### config.mk
export PLATFORM = sky130hd
export DESIGN_NAME = j1_uart_io
export DESIGN_NICKNAME = d
export VERILOG_FILES = /design/src/rtl/j1_uart_io.sv
export SDC_FILE = /design/constraint.sdc
export NUM_CORES = 1
export LEC_CHECK = 0
export ABC_AREA = 1
export CORE_MARGIN = 5
export CORE_UTILIZATION = 50
export CTS_CLUSTER_SIZE = 16
export DETAILED_ROUTE_END_ITERATION = 10
export GPL_TIMING_DRIVEN = 0
export PLACE_DENSITY = 0.78
export REMOVE_ABC_BUFFERS = 1
export SYNTH_ARGS = -nofsm -noshare
export SYNTH_HDL_FRONTEND = slang
export SYNTH_SLANG_ARGS = --single-unit
### constraint.sdc
create_clock -name clk -period 4.3 [get_ports clk]
set_input_delay 0.645 -clock clk [delete_from_list [all_inputs] [get_ports clk]]
set_output_delay 0.645 -clock clk [all_outputs]
set_load 0.05 [all_outputs]
### src/rtl/j1_uart_io.sv
// j1_uart_io: j1 I/O-bus UART responder, 8N1 serial TX/RX with a status register.
// Define UART_RX_FIFO_EN to replace the single RX holding register with an RX_DEPTH-entry FIFO.
module j1_uart_io #(
  parameter int WIDTH = 32,
  parameter int CLKS_PER_BIT = 417,
  parameter logic [WIDTH-1:0] ADDR_DATA = 'h1000,
  parameter logic [WIDTH-1:0] ADDR_STAT = 'h2000,
  parameter int RX_DEPTH = 8
) (
  input  logic             clk,
  input  logic             resetq,
  input  logic             io_rd,
  input  logic             io_wr,
  input  logic [WIDTH-1:0] io_addr,
  input  logic [WIDTH-1:0] io_wdata,
  output logic [WIDTH-1:0] io_rdata,
  input  logic             uart_rx,
  output logic             uart_tx
);
  localparam int CW = $clog2(CLKS_PER_BIT);
  localparam logic [CW-1:0] C_END = CW'(CLKS_PER_BIT - 1);
  localparam logic [CW-1:0] C_MID = CW'(CLKS_PER_BIT / 2 - 1);
  typedef enum logic [1:0] {T_IDLE, T_START, T_DATA, T_STOP} tx_state_t;
  typedef enum logic [2:0] {R_IDLE, R_START, R_DATA, R_STOP, R_BRK} rx_state_t;
  tx_state_t tx_state_q, tx_state_d;
  rx_state_t rx_state_q, rx_state_d;
  logic [CW-1:0] tx_cnt_q, tx_cnt_d, rx_cnt_q, rx_cnt_d;
  logic [2:0] tx_bit_q, tx_bit_d, rx_bit_q, rx_bit_d;
  logic [7:0] tx_sh_q, tx_sh_d, rx_sh_q, rx_sh_d, hold_q, hold_d, rx_byte;
  logic tx_q, tx_d, hold_full_q, hold_full_d, sync1_q, sync2_q, ovr_q, ovr_d, ferr_q, ferr_d;
  logic rd_data, rd_stat, wr_data, tx_end, rx_end, load, deliver, ferr_set, ovr_set, pop, rx_valid;
  logic unused_ok;
  assign unused_ok = ^io_wdata[WIDTH-1:8];
  assign uart_tx = tx_q;
  always_comb begin
    rd_data = io_rd & (io_addr == ADDR_DATA);
    rd_stat = io_rd & (io_addr == ADDR_STAT);
    wr_data = io_wr & (io_addr == ADDR_DATA);
    io_rdata = (io_addr == ADDR_DATA) ? {{(WIDTH-8){1'b0}}, rx_byte}
             : (io_addr == ADDR_STAT) ? {{(WIDTH-5){1'b0}}, ferr_q, tx_state_q != T_IDLE, ovr_q, rx_valid, !hold_full_q}
             : '0;
    ferr_d = ferr_set | (ferr_q & !rd_stat);
    ovr_d = ovr_set | (ovr_q & !rd_stat);
  end
  always_comb begin
    tx_state_d = tx_state_q;
    tx_bit_d = tx_bit_q;
    tx_sh_d = tx_sh_q;
    tx_d = tx_q;
    hold_d = hold_q;
    hold_full_d = hold_full_q;
    tx_end = tx_cnt_q == C_END;
    tx_cnt_d = (tx_state_q == T_IDLE) ? tx_cnt_q : tx_end ? '0 : tx_cnt_q + 1'b1;
    load = 1'b0;
    case (tx_state_q)
      T_IDLE: load = hold_full_q;
      T_START: if (tx_end) begin
        tx_state_d = T_DATA;
        tx_d = tx_sh_q[0];
      end
      T_DATA: if (tx_end) begin
        tx_bit_d = tx_bit_q + 3'd1;
        tx_sh_d = tx_sh_q >> 1;
        tx_state_d = (tx_bit_q == 3'd7) ? T_STOP : T_DATA;
        tx_d = (tx_bit_q == 3'd7) | tx_sh_q[1];
      end
      T_STOP: if (tx_end) begin
        tx_state_d = T_IDLE;
        load = hold_full_q;
      end
    endcase
    // End of STOP reloads straight into START so back-to-back bytes have no idle gap.
    if (load) begin
      tx_state_d = T_START;
      tx_sh_d = hold_q;
      tx_d = 1'b0;
      tx_cnt_d = '0;
      tx_bit_d = '0;
      hold_full_d = 1'b0;
    end
    if (wr_data && !hold_full_q) begin
      hold_d = io_wdata[7:0];
      hold_full_d = 1'b1;
    end
  end
  always_comb begin
    rx_state_d = rx_state_q;
    rx_bit_d = rx_bit_q;
    rx_sh_d = rx_sh_q;
    rx_end = rx_cnt_q == C_END;
    rx_cnt_d = rx_end ? '0 : rx_cnt_q + 1'b1;
    deliver = 1'b0;
    ferr_set = 1'b0;
    case (rx_state_q)
      R_IDLE: begin
        rx_cnt_d = '0;
        if (!sync2_q) rx_state_d = R_START;
      end
      R_START: if (rx_cnt_q == C_MID) begin
        rx_cnt_d = '0;
        rx_bit_d = '0;
        rx_state_d = sync2_q ? R_IDLE : R_DATA;
      end
      R_DATA: if (rx_end) begin
        rx_sh_d = {sync2_q, rx_sh_q[7:1]};
        rx_bit_d = rx_bit_q + 3'd1;
        if (rx_bit_q == 3'd7) rx_state_d = R_STOP;
      end
      R_STOP: if (rx_end) begin
        deliver = sync2_q;
        ferr_set = !sync2_q;
        rx_state_d = sync2_q ? R_IDLE : R_BRK;
      end
      R_BRK: if (sync2_q) rx_state_d = R_IDLE;
      default: rx_state_d = R_IDLE;
    endcase
  end
`ifdef UART_RX_FIFO_EN
  localparam int PW = $clog2(RX_DEPTH);
  logic [7:0] mem_q [RX_DEPTH];
  logic [PW:0] wp_q, wp_d, rp_q, rp_d;
  logic full, push;
  always_comb begin
    full = (wp_q - rp_q) == (PW+1)'(RX_DEPTH);
    rx_valid = wp_q != rp_q;
    rx_byte = mem_q[rp_q[PW-1:0]];
    pop = rd_data & rx_valid;
    push = deliver & (!full | pop);
    ovr_set = deliver & full & !pop;
    wp_d = wp_q + (PW+1)'(push);
    rp_d = rp_q + (PW+1)'(pop);
  end
  always_ff @(posedge clk or negedge resetq)
    if (!resetq) begin
      wp_q <= '0;
      rp_q <= '0;
      for (int i = 0; i < RX_DEPTH; i++) mem_q[i] <= '0;
    end else begin
      wp_q <= wp_d;
      rp_q <= rp_d;
      if (push) mem_q[wp_q[PW-1:0]] <= rx_sh_q;
    end
`else
  logic rx_valid_q, rx_valid_d, unused_depth;
  logic [7:0] rx_byte_q, rx_byte_d;
  assign unused_depth = 1'(RX_DEPTH);
  always_comb begin
    rx_valid = rx_valid_q;
    rx_byte = rx_byte_q;
    pop = rd_data & rx_valid_q;
    ovr_set = deliver & rx_valid_q & !pop;
    rx_valid_d = deliver | (rx_valid_q & !pop);
    rx_byte_d = (deliver & !ovr_set) ? rx_sh_q : rx_byte_q;
  end
  always_ff @(posedge clk or negedge resetq)
    if (!resetq) begin
      rx_valid_q <= 1'b0;
      rx_byte_q <= '0;
    end else begin
      rx_valid_q <= rx_valid_d;
      rx_byte_q <= rx_byte_d;
    end
`endif
  always_ff @(posedge clk or negedge resetq)
    if (!resetq) begin
      tx_state_q <= T_IDLE;
      rx_state_q <= R_IDLE;
      tx_cnt_q <= '0;
      rx_cnt_q <= '0;
      tx_bit_q <= '0;
      rx_bit_q <= '0;
      tx_sh_q <= '0;
      rx_sh_q <= '0;
      hold_q <= '0;
      hold_full_q <= 1'b0;
      tx_q <= 1'b1;
      sync1_q <= 1'b1;
      sync2_q <= 1'b1;
      ovr_q <= 1'b0;
      ferr_q <= 1'b0;
    end else begin
      tx_state_q <= tx_state_d;
      rx_state_q <= rx_state_d;
      tx_cnt_q <= tx_cnt_d;
      rx_cnt_q <= rx_cnt_d;
      tx_bit_q <= tx_bit_d;
      rx_bit_q <= rx_bit_d;
      tx_sh_q <= tx_sh_d;
      rx_sh_q <= rx_sh_d;
      hold_q <= hold_d;
      hold_full_q <= hold_full_d;
      tx_q <= tx_d;
      sync1_q <= uart_rx;
      sync2_q <= sync1_q;
      ovr_q <= ovr_d;
      ferr_q <= ferr_d;
    end
endmodule

==> metrics.txt, run 1 <==
status completed; top-area cell type share of the netlist area 42.3%; via/cell ratio 4.67; GP Congestion 0.833; Post-Synthesis Cells 490; First-pass DRT Iterations 4; number of synthesized flops with an enable pin 0; core area 7610 µm²; DR WL/cell 11.5 µm; register area share after synthesis 44.4%; Port Buffers 53; Final period util 82.8%; actual slew at the worst max-slew pin 0.835 ns; reg2reg setup slack 2.24 ns; Clock transition at path regs 0.07 ns; number of max-cap violations 0; ys async rst share 100%; setup TNS 0 ns; Post-CTS Setup Bufs 0; CTS tree built; dpl cells 639; sequential cell area 1710 µm²; effective utilization at floorplan 50.5%; Die W 97.7 µm; largest net degree at the start of global routing 69; synth top area cells dfrtp_1 (42%), nand2_1 (13%), inv_1 (6.4%); startpoint class of the critical path input pin; Crit Path Max Fanout 5; clk sinks 68; Pleak 2.42 nW; num ports 102; hold endpoint sync2_q; first-pass GRT wire length 12,900 µm; mux cell area share after synthesis 0%; critical path class in -> out; relative slew slack 44.3%; post-CTS sizing 0; final-report hold violation count 0; Core Rows 32; nets 629; Adder-Cell Fraction of Synth Area 3.91%; most frequent cell after synthesis nand2_1; First DRT Iteration DRCs 108; area of the multi-input gates 1750 µm²; Detailed Route WL 7530 µm; Critical Path Sink Type output pin; Die Ht 97.7 µm; clock skew 0.00476 ns; reg2reg start tx_cnt_q[0]; Pwr Density 304 nW/µm²; Post-synth top flop dfrtp_1; vias in the first global route 2,979; Finish-stage setup viols 0; Final ANT Viol Nets 0; Via Count 3,061; Area Growth Syn to Fin 20.1%; Yosys top cell by area dfrtp_1; mapped cell area 3840 µm²; Post-synth top cells nand2_1 (134), inv_1 (66), dfrtp_1 (65); fin cells 655; Post-CTS Hold Fix Bufs 0; Max VDD drop 0.000269 V; Critical Path RT 3.65 ns; post-layout min period 3.56 ns; Ys Warns 0; clock root buffer clkbuf_8; worst reg2reg path endpoint tx_sh_q[5]; Filler cells 676; total routing usage reported by global routing 16.2%; Max Clock Freq 281 MHz; share of layout cells above drive strength 1 6.69%; RSZ-0062 raised after global routing false; Synth Area in Simple Gates 31.9%; Max Buffers Root-to-Sink 2; Hold Startpoint sync1_q; crit path DAT 2.92 ns; Synth Area in Compound Gates 4.75%; placed wire-length estimate 5630 µm; Yosys reg bits 68; Hold WC Path Type reg -> reg; clk_lat worst skew 0.34 ns; FF-to-FF path depth 8; Synth Area per Inst 7.84 µm²; initial antenna violation count 0; Final Max Tran Viols 0; worst hold stages 0; main combinational cell family by area after synthesis simple AND/OR/NAND/NOR gates; full die area 9540 µm²; htree depth 3; post-layout util 60.7%; Synth Area in XOR/XNOR 2.51%; ant diodes 0; number of remaining DRC errors 0; Yosys cell types 35; TritonCTS buffer count 9; GRT overflow 0
-- kinds of logic (layout without fill, tap and decap cells) --
group | after synthesis | count (layout)
flops | 68 | 68
compound gates | 36 | 36
xor+xnor | 11 | 11
fa+ha+maj | 12 | 12
simple gates | 264 | 264
buf+inv | 98 | 138
other cells | 1 | 24
-- final cells by class --
class / count / area share, %
Clock inverter: 4 / 2.06
Clock buffer: 12 / 3.36
Timing Repair Buffer: 53 / 11.4
Multi-Input combinational cell: 347 / 37.8
Tap cell: 102 / 2.76
Sequential cell: 68 / 36.9
Inverter: 69 / 5.61
-- routing by layer --
metal	up-vias	part of all wire [%]	track usage, %
met5	-	0	0
met4	0	1.7	6.28
met3	13	2.4	2.58
met2	39	53	29.0
met1	1418	43	19.4
li1	1591	-	-
-- sequential cells by signal (all words and copies together) (netlist names) --
signal / flops
rx_cnt_q: 9
tx_sh_q: 8
tx_bit_q: 3
rx_sh_q: 8
hold_full_q: 1
sync1_q: 1
sync2_q: 1
rx_state_q: 3
rx_valid: 1
rx_bit_q: 3
rx_byte: 8
ferr_q: 1
tx_cnt_q: 9
uart_tx: 1
hold_q: 8
ovr_q: 1
tx_state_q: 2
-- power by group --
group          leakage, nW  switching [mW]  internal [mW]
registers            0.899        0.000326          0.641
clock network        0.127           0.237          0.416
logic                 1.39          0.0705         0.0385
total                 2.42           0.308           1.10
-- through the flow --
| step | hold WS (ns) | total power, mW | cell area, µm² | setup slack, ns |
|---|---|---|---|---|
| 2_1_floorplan | 0.345 | 0.709 | 3710 | 1.36 |
| 3_3_place_gp | 0.346 | 0.762 | 4370 | 0.380 |
| 3_5_place_dp | 0.347 | 0.763 | 4370 | 0.721 |
| 4_1_cts | 0.357 | 1.42 | 4620 | 0.711 |
| 5_1_grt | 0.366 | 1.46 | 4620 | 0.555 |
| 6_report | 0.356 | 1.40 | 4620 | 0.739 |
-- placed cells by master (no fill, tap or decap), types with 4 or more instances in the layout --
| cell | netlist | final |
|---|---|---|
| nand2_1 | 134 | 134 |
| inv_1 | 66 | 66 |
| dfrtp_1 | 65 | 65 |
| nor2_1 | 62 | 62 |
| clkdlybuf4s50_1 | 0 | 52 |
| nand3_1 | 31 | 31 |
| conb_1 | 1 | 24 |
| o21ai_0 | 23 | 23 |
| ha_1 | 12 | 12 |
| clkbuf_8 | 0 | 11 |
| xor2_1 | 10 | 10 |
| a21oi_1 | 9 | 9 |
| nand3b_1 | 8 | 8 |
| nand4_1 | 6 | 6 |
| nor3_1 | 4 | 4 |
-- worst max-delay path by stage --
stage,from,depth (start not counted),end
2_1_floorplan,io_addr[8],7,io_rdata[0]
3_3_place_gp,resetq,1,rx_cnt_q[4]
3_5_place_dp,io_addr[12],10,io_rdata[0]
4_1_cts,io_addr[12],10,io_rdata[3]
5_1_grt,io_addr[12],10,io_rdata[3]
6_report,io_addr[12],10,io_rdata[3]
-- critical path, stage by stage --
cell and delay [ns]:
clkdlybuf4s50_1 0.48, nand2_1 0.06, nor2_1 0.10, nand2_1 0.06, nor2_1 0.25, nand2_1 0.17, inv_1 0.15, nand2_1 0.06
o21ai_0 0.07, clkdlybuf4s50_1 0.86
(Power assumes the default switching activity.)
==> run 2: changes to the inputs <==
--- a/config.mk
+++ b/config.mk
@@ -7,11 +7,11 @@
 export LEC_CHECK = 0
 export ABC_AREA = 1
 export CORE_MARGIN = 5
-export CORE_UTILIZATION = 50
+export CORE_UTILIZATION = 44
 export CTS_CLUSTER_SIZE = 16
 export DETAILED_ROUTE_END_ITERATION = 10
 export GPL_TIMING_DRIVEN = 0
-export PLACE_DENSITY = 0.78
+export PLACE_DENSITY = 0.72
 export REMOVE_ABC_BUFFERS = 1
 export SYNTH_ARGS = -nofsm -noshare
 export SYNTH_HDL_FRONTEND = slang
==> constraint.sdc (replaced) <==
create_clock -name clk -period 2.9 [get_ports clk]
set_input_delay 0.435 -clock clk [delete_from_list [all_inputs] [get_ports clk]]
set_output_delay 0.435 -clock clk [all_outputs]
set_load 0.05 [all_outputs]
==> run 2 against run 1 <==
Register-to-register slack got worse by 1.4 ns; clock power rose by 0.8%; sequential power rose by 48%; combinational power rose by 48%; global-route usage fell by 1.6 points; critical path depth fell by 1; critical path type unchanged.
==> metrics.txt, run 2 (synthesized netlist as in run 1, its figures left out) <==
status completed (unchanged); share of layout cells above drive strength 1 7.59% (was 6.69%); initial antenna violation count 0 (unchanged); post-layout util 52.3% (was 60.7%); Core Rows 34 (was 32); first-pass GRT wire length 12,600 µm (was 12,900 µm); placed cell area 4370 µm² (about the same); sequential cell area 1710 µm² (unchanged); nets 629 (unchanged); via/cell ratio 4.60 (was 4.67); relative slew slack 45.0% (was 44.3%); area of the multi-input gates 1750 µm² (unchanged); htree depth 3 (unchanged); Final ANT Viol Nets 0 (unchanged); FF-to-FF path depth 8 (unchanged); GP Congestion 0.885 (was 0.833); Hold WC Path Type in -> async (was reg -> reg); placed wire-length estimate 5490 µm (was 5630 µm); vias in the first global route 2,911 (was 2,979); number of max-cap violations 0 (unchanged); WL met3 260 µm (was 179 µm); Critical Path RT 2.47 ns (was 3.65 ns); startpoint class of the critical path input pin (unchanged); Clock transition at path regs 0.08 ns (was 0.07 ns); First DRT Iteration DRCs 101 (was 108); Top Layer Used met4 (unchanged); Via Count 3,043 (was 3,061); clock skew 0.0113 ns (was 0.00476 ns); First-pass DRT Iterations 4 (unchanged); GRT overflow 0 (unchanged); Final Max Tran Viols 0 (unchanged); num ports 102 (unchanged); routed length on met2 3730 µm (was 3970 µm); TritonCTS buffer count 9 (unchanged); Post-CTS Setup Bufs 0 (unchanged); number of remaining DRC errors 0 (unchanged); full die area 10,700 µm² (was 9540 µm²); Detailed Route WL 7210 µm (was 7530 µm); Max Buffers Root-to-Sink 2 (unchanged); post-layout min period 2.65 ns; Metal-1 WL 3190 µm (was 3250 µm); clk sinks 68 (unchanged); Area Growth Syn to Fin 17.4% (was 20.1%); clk_lat worst skew 0.34 ns (about the same); largest net degree at the start of global routing 69 (unchanged); critical path class in -> out (unchanged); crit path DAT 2.22 ns (was 2.92 ns); commonest non-fill, non-tap cells in the layout nand2_1 (134), inv_1 (66), dfrtp_1 (65), nor2_1 (62), clkdlybuf4s50_1 (44) (was nand2_1 (134), inv_1 (66), dfrtp_1 (65), nor2_1 (62), clkdlybuf4s50_1 (52)); Die Ht 103 µm (was 97.7 µm); Pwr Density 392 nW/µm² (was 304 nW/µm²); Crit Path Max Fanout 4 (was 5); ant diodes 0 (unchanged); Finish-stage setup viols 0 (unchanged); final instance area 4510 µm² (was 4620 µm²); Pleak 2.39 nW (was 2.42 nW); total routing usage reported by global routing 14.6% (was 16.2%); Overall Power 1.77 mW (was 1.40 mW); Port Buffers 53 (unchanged); Die W 103 µm (was 97.7 µm); Final period util 91.5%; DR WL/cell 10.9 µm (was 11.5 µm); Max VDD drop 0.000284 V (was 0.000269 V); effective utilization at floorplan 44.5% (was 50.5%); CTS tree built (unchanged); RSZ-0062 raised after global routing false (unchanged); Max Clock Freq 377 MHz; most common cell after layout, fill and taps aside nand2_1 (unchanged); actual slew at the worst max-slew pin 0.825 ns (was 0.835 ns); final-report hold violation count 0 (unchanged); core area 8640 µm² (was 7610 µm²); Critical Path Sink Type output pin (unchanged); clock root buffer clkbuf_8 (unchanged); Filler cells 828 (was 676); biggest regs rx_cnt_q (9), tx_cnt_q (9) (unchanged)
[run 2: where the power goes]
part	total [mW]	internal, mW	switching, mW
clock	0.659	0.308	0.351
combinational	0.161	0.0571	0.104
sequential	0.951	0.951	0.000680
total	1.77	1.32	0.456
[run 2: final timing paths]
| check | end | slack, ns | from |
|---|---|---|---|
| worst max-delay path | io_rdata[7] | 0.25 | io_addr[8] |
| min in group clk | sync2_q | 0.36 | sync1_q |
| worst min-delay path | tx_cnt_q[5] | 0.18 | resetq |
| worst min register to register | sync2_q | 0.36 | sync1_q |
| max in group asynchronous | rx_cnt_q[4] | 2.17 | resetq |
| worst max register to register | tx_sh_q[5] | 0.84 | tx_cnt_q[0] |
[run 2: layout make-up]
| type | instances | share of cell area [%] |
|---|---|---|
| Timing Repair Buffer | 53 | 11.1 |
| Multi-Input combinational cell | 347 | 38.7 |
| Sequential cell | 68 | 37.8 |
| Inverter | 69 | 5.74 |
| Clock buffer | 10 | 2.83 |
| Clock inverter | 6 | 0.915 |
| Tap cell | 108 | 2.99 |
[run 2: per-stage QoR]
| stage | setup slack (ns) | instances | hold WS (ns) | setup TNS, ns |
|---|---|---|---|---|
| 2_1_floorplan | 0.377 | 484 | 0.139 | 0 |
| 3_3_place_gp | -0.850 | 645 | 0.347 | -56.38 |
| 3_5_place_dp | -0.265 | 645 | 0.350 | -1.27 |
| 4_1_cts | 0.0160 | 661 | 0.214 | 0 |
| 5_1_grt | 0.105 | 661 | 0.261 | 0 |
| 6_report | 0.248 | 661 | 0.182 | 0 |
[run 2: layer usage]
| metal | up-vias | track usage, % |
|---|---|---|
| li1 | 1590 | - |
| met1 | 1412 | 17.5 |
| met2 | 36 | 25.7 |
| met3 | 5 | 4.16 |
| met4 | 0 | 4.08 |
| met5 | - | 0 |
[run 2: critical path, stage by stage]
cell	delay (ns)
clkdlybuf4s50_1	0.40
inv_1	0.05
nand2_1	0.04
nor2_1	0.16
nand2_1	0.08
nor2_1	0.21
nand2_1	0.16
nor2_1	0.12
dlygate4sd2_1	0.55
[run 2: what timing repair did]
action                                  4_1_cts  5_1_grt
hold buffers                                  0        0
endpoints found under the setup margin        8        5
resized for setup                             8       12
==> run 3: changes to the inputs <==
--- a/config.mk
+++ b/config.mk
@@ -7,11 +7,12 @@
 export LEC_CHECK = 0
 export ABC_AREA = 1
 export CORE_MARGIN = 5
-export CORE_UTILIZATION = 44
+export CORE_UTILIZATION = 50
+export CTS_BUF_LIST = sky130_fd_sc_hd__clkbuf_8
 export CTS_CLUSTER_SIZE = 16
 export DETAILED_ROUTE_END_ITERATION = 10
 export GPL_TIMING_DRIVEN = 0
-export PLACE_DENSITY = 0.72
+export PLACE_DENSITY = 0.78
 export REMOVE_ABC_BUFFERS = 1
 export SYNTH_ARGS = -nofsm -noshare
 export SYNTH_HDL_FRONTEND = slang
==> constraint.sdc (replaced) <==
create_clock -name clk -period 2.5 [get_ports clk]
set_input_delay 0.375 -clock clk [delete_from_list [all_inputs] [get_ports clk]]
set_output_delay 0.375 -clock clk [all_outputs]
set_load 0.05 [all_outputs]
==> run 3 against run 2 <==
Via count barely moved; flip-flop and latch count did not move; die area fell by 11%; critical path depth rose by 1; total power rose by 36%; worst setup slack got worse by 0.098 ns; global-route usage rose by 1.6 points; sequential share of layout area fell by 0.58 points; first-iteration DRC count fell by 4.0%; core utilization rose by 8.0 points; final cell count fell by 0.91%.
==> metrics.txt, run 3 (synthesized netlist as in run 1, its figures left out) <==
status completed (unchanged); effective utilization at floorplan 50.5% (was 44.5%); total routing usage reported by global routing 16.2% (was 14.6%); htree depth 3 (unchanged); Top Layer Used met4 (unchanged); via/cell ratio 4.64 (was 4.60); Port Buffers 53 (unchanged); Final Max Tran Viols 0 (unchanged); startpoint class of the critical path input pin (unchanged); Max Buffers Root-to-Sink 2 (unchanged); CTS tree built (unchanged); TritonCTS buffer count 9 (unchanged); crit path DAT 1.98 ns (was 2.22 ns); relative slew slack 44.4% (was 45.0%); commonest non-fill, non-tap cells in the layout nand2_1 (134), inv_1 (67), dfrtp_1 (65), nor2_1 (61), clkdlybuf4s50_1 (44) (was nand2_1 (134), inv_1 (66), dfrtp_1 (65), nor2_1 (62), clkdlybuf4s50_1 (44)); Core Rows 32 (was 34); area of the multi-input gates 1750 µm² (about the same); placed wire-length estimate 5630 µm (was 5490 µm); core area 7610 µm² (was 8640 µm²); full die area 9540 µm² (was 10,700 µm²); routed length on met2 3920 µm (was 3730 µm); vias in the first global route 2,977 (was 2,911); nets 629 (unchanged); clock root buffer clkbuf_8 (unchanged); Area Growth Syn to Fin 19.2% (was 17.4%); Hold WC Path Type in -> async (unchanged); actual slew at the worst max-slew pin 0.834 ns (was 0.825 ns); fin cells 655 (was 661); final-report hold violation count 0 (unchanged); First-pass DRT Iterations 4 (unchanged); Final period util 94.0%; first-pass GRT wire length 12,900 µm (was 12,600 µm); WL met3 177 µm (was 260 µm); First DRT Iteration DRCs 97 (was 101); Detailed Route WL 7500 µm (was 7210 µm); dpl cells 639 (was 645); Die Ht 97.7 µm (was 103 µm); initial antenna violation count 0 (unchanged); final instance area 4580 µm² (was 4510 µm²); clock skew 0.00512 ns (was 0.0113 ns); number of max-cap violations 0 (unchanged); Die W 97.7 µm (was 103 µm); ant diodes 0 (unchanged); clk sinks 68 (unchanged); Critical Path RT 2.12 ns (was 2.47 ns); Clock transition at path regs 0.07 ns (was 0.08 ns); Post-CTS Setup Bufs 0 (unchanged); largest net degree at the start of global routing 69 (unchanged); most common cell after layout, fill and taps aside nand2_1 (unchanged); clk_lat worst skew 0.34 ns (about the same); RSZ-0062 raised after global routing false (unchanged); GP Congestion 0.833 (was 0.885); Post-CTS Hold Fix Bufs 0 (unchanged); Pleak 2.44 nW (was 2.39 nW); Pwr Density 526 nW/µm² (was 392 nW/µm²); Filler cells 679 (was 828); Via Count 3,041 (was 3,043); Max Clock Freq 425 MHz; placed cell area 4370 µm² (about the same); Finish-stage setup viols 0 (unchanged); sequential cell area 1710 µm² (unchanged); share of layout cells above drive strength 1 8.32% (was 7.59%); post-layout util 60.2% (was 52.3%); Metal-1 WL 3270 µm (was 3190 µm); num ports 102 (unchanged); critical path class in -> out (unchanged); Max VDD drop 0.000451 V (was 0.000284 V); GRT overflow 0 (unchanged); number of remaining DRC errors 0 (unchanged); Final ANT Viol Nets 0 (unchanged); DR WL/cell 11.5 µm (was 10.9 µm); Critical Path Sink Type output pin (unchanged); Crit Path Max Fanout 5 (was 4); post-layout min period 2.35 ns; biggest regs rx_cnt_q (9), tx_cnt_q (9) (unchanged)
-- run 3: cell types whose count changed in the layout (fill, tap and decap cells not counted), moves of 3 or more --
cell,change
buf_2,+3
clkinvlp_4,-3
dlygate4sd2_1,-3
bufinv_16,+3
-- run 3: where the power goes --
part	leakage, nW	internal [mW]	switching (mW)
combinational	1.41	0.0662	0.121
clock	0.131	0.712	0.408
sequential	0.899	1.10	0.000561
-- run 3: layout make-up --
class	count	area share (%)
tap	102	2.78
clock buffer	11	3.30
inverter	69	5.65
multi-input combinational	347	38.1
sequential	68	37.2
timing repair buffer	53	10.8
clock inverter	5	2.16
-- run 3: repair_timing --
item | CTS | global route
hold endpoints to repair | 0 | 0
setup endpoints to repair | 8 | 8
resized for setup | 26 | 15
pin swaps | 0 | 0
gates cloned | 0 | 0
-- run 3: path summary, 6_finish.rpt --
path,startpoint,to,slack (ns),depth (start not counted)
worst max-delay path,io_addr[12],io_rdata[2],0.15,10
worst min register to register,sync1_q,sync2_q,0.36,0
min in group clk,sync1_q,sync2_q,0.36,0
worst max register to register,tx_cnt_q[0],tx_sh_q[5],0.44,8
worst min-delay path,resetq,tx_cnt_q[2],0.12,1
max in group asynchronous,resetq,rx_cnt_q[5],1.81,1
-- run 3: worst max-delay path, stage by stage --
cell             delay, ns
clkdlybuf4s50_1       0.48
nand2_1               0.06
nor2_1                0.10
nand2_1               0.07
nor2_2                0.19
nand2_1               0.14
inv_1                 0.15
nand2_1               0.07
nand2_1               0.06
buf_2                 0.26
-- run 3: layer usage --
layer / track usage [%] / vias to the layer above
met2: 29.0 / 40
li1: - / 1591
met4: 6.28 / 0
met3: 2.58 / 12
met5: 0 / -
met1: 19.4 / 1398
-- run 3: metrics by stage --
step	power (mW)	worst slack [ns]	setup TNS, ns	hold WS [ns]
finish	2.41	0.150	0	0.120
global route	2.50	0.000382	0	0.202
CTS	2.44	0.0284	0	0.161
detailed placement	1.31	-0.539	-3.51	0.347
global placement	1.31	-1.15	-78.76	0.346
floorplan	1.22	0.0971	0	0.0794
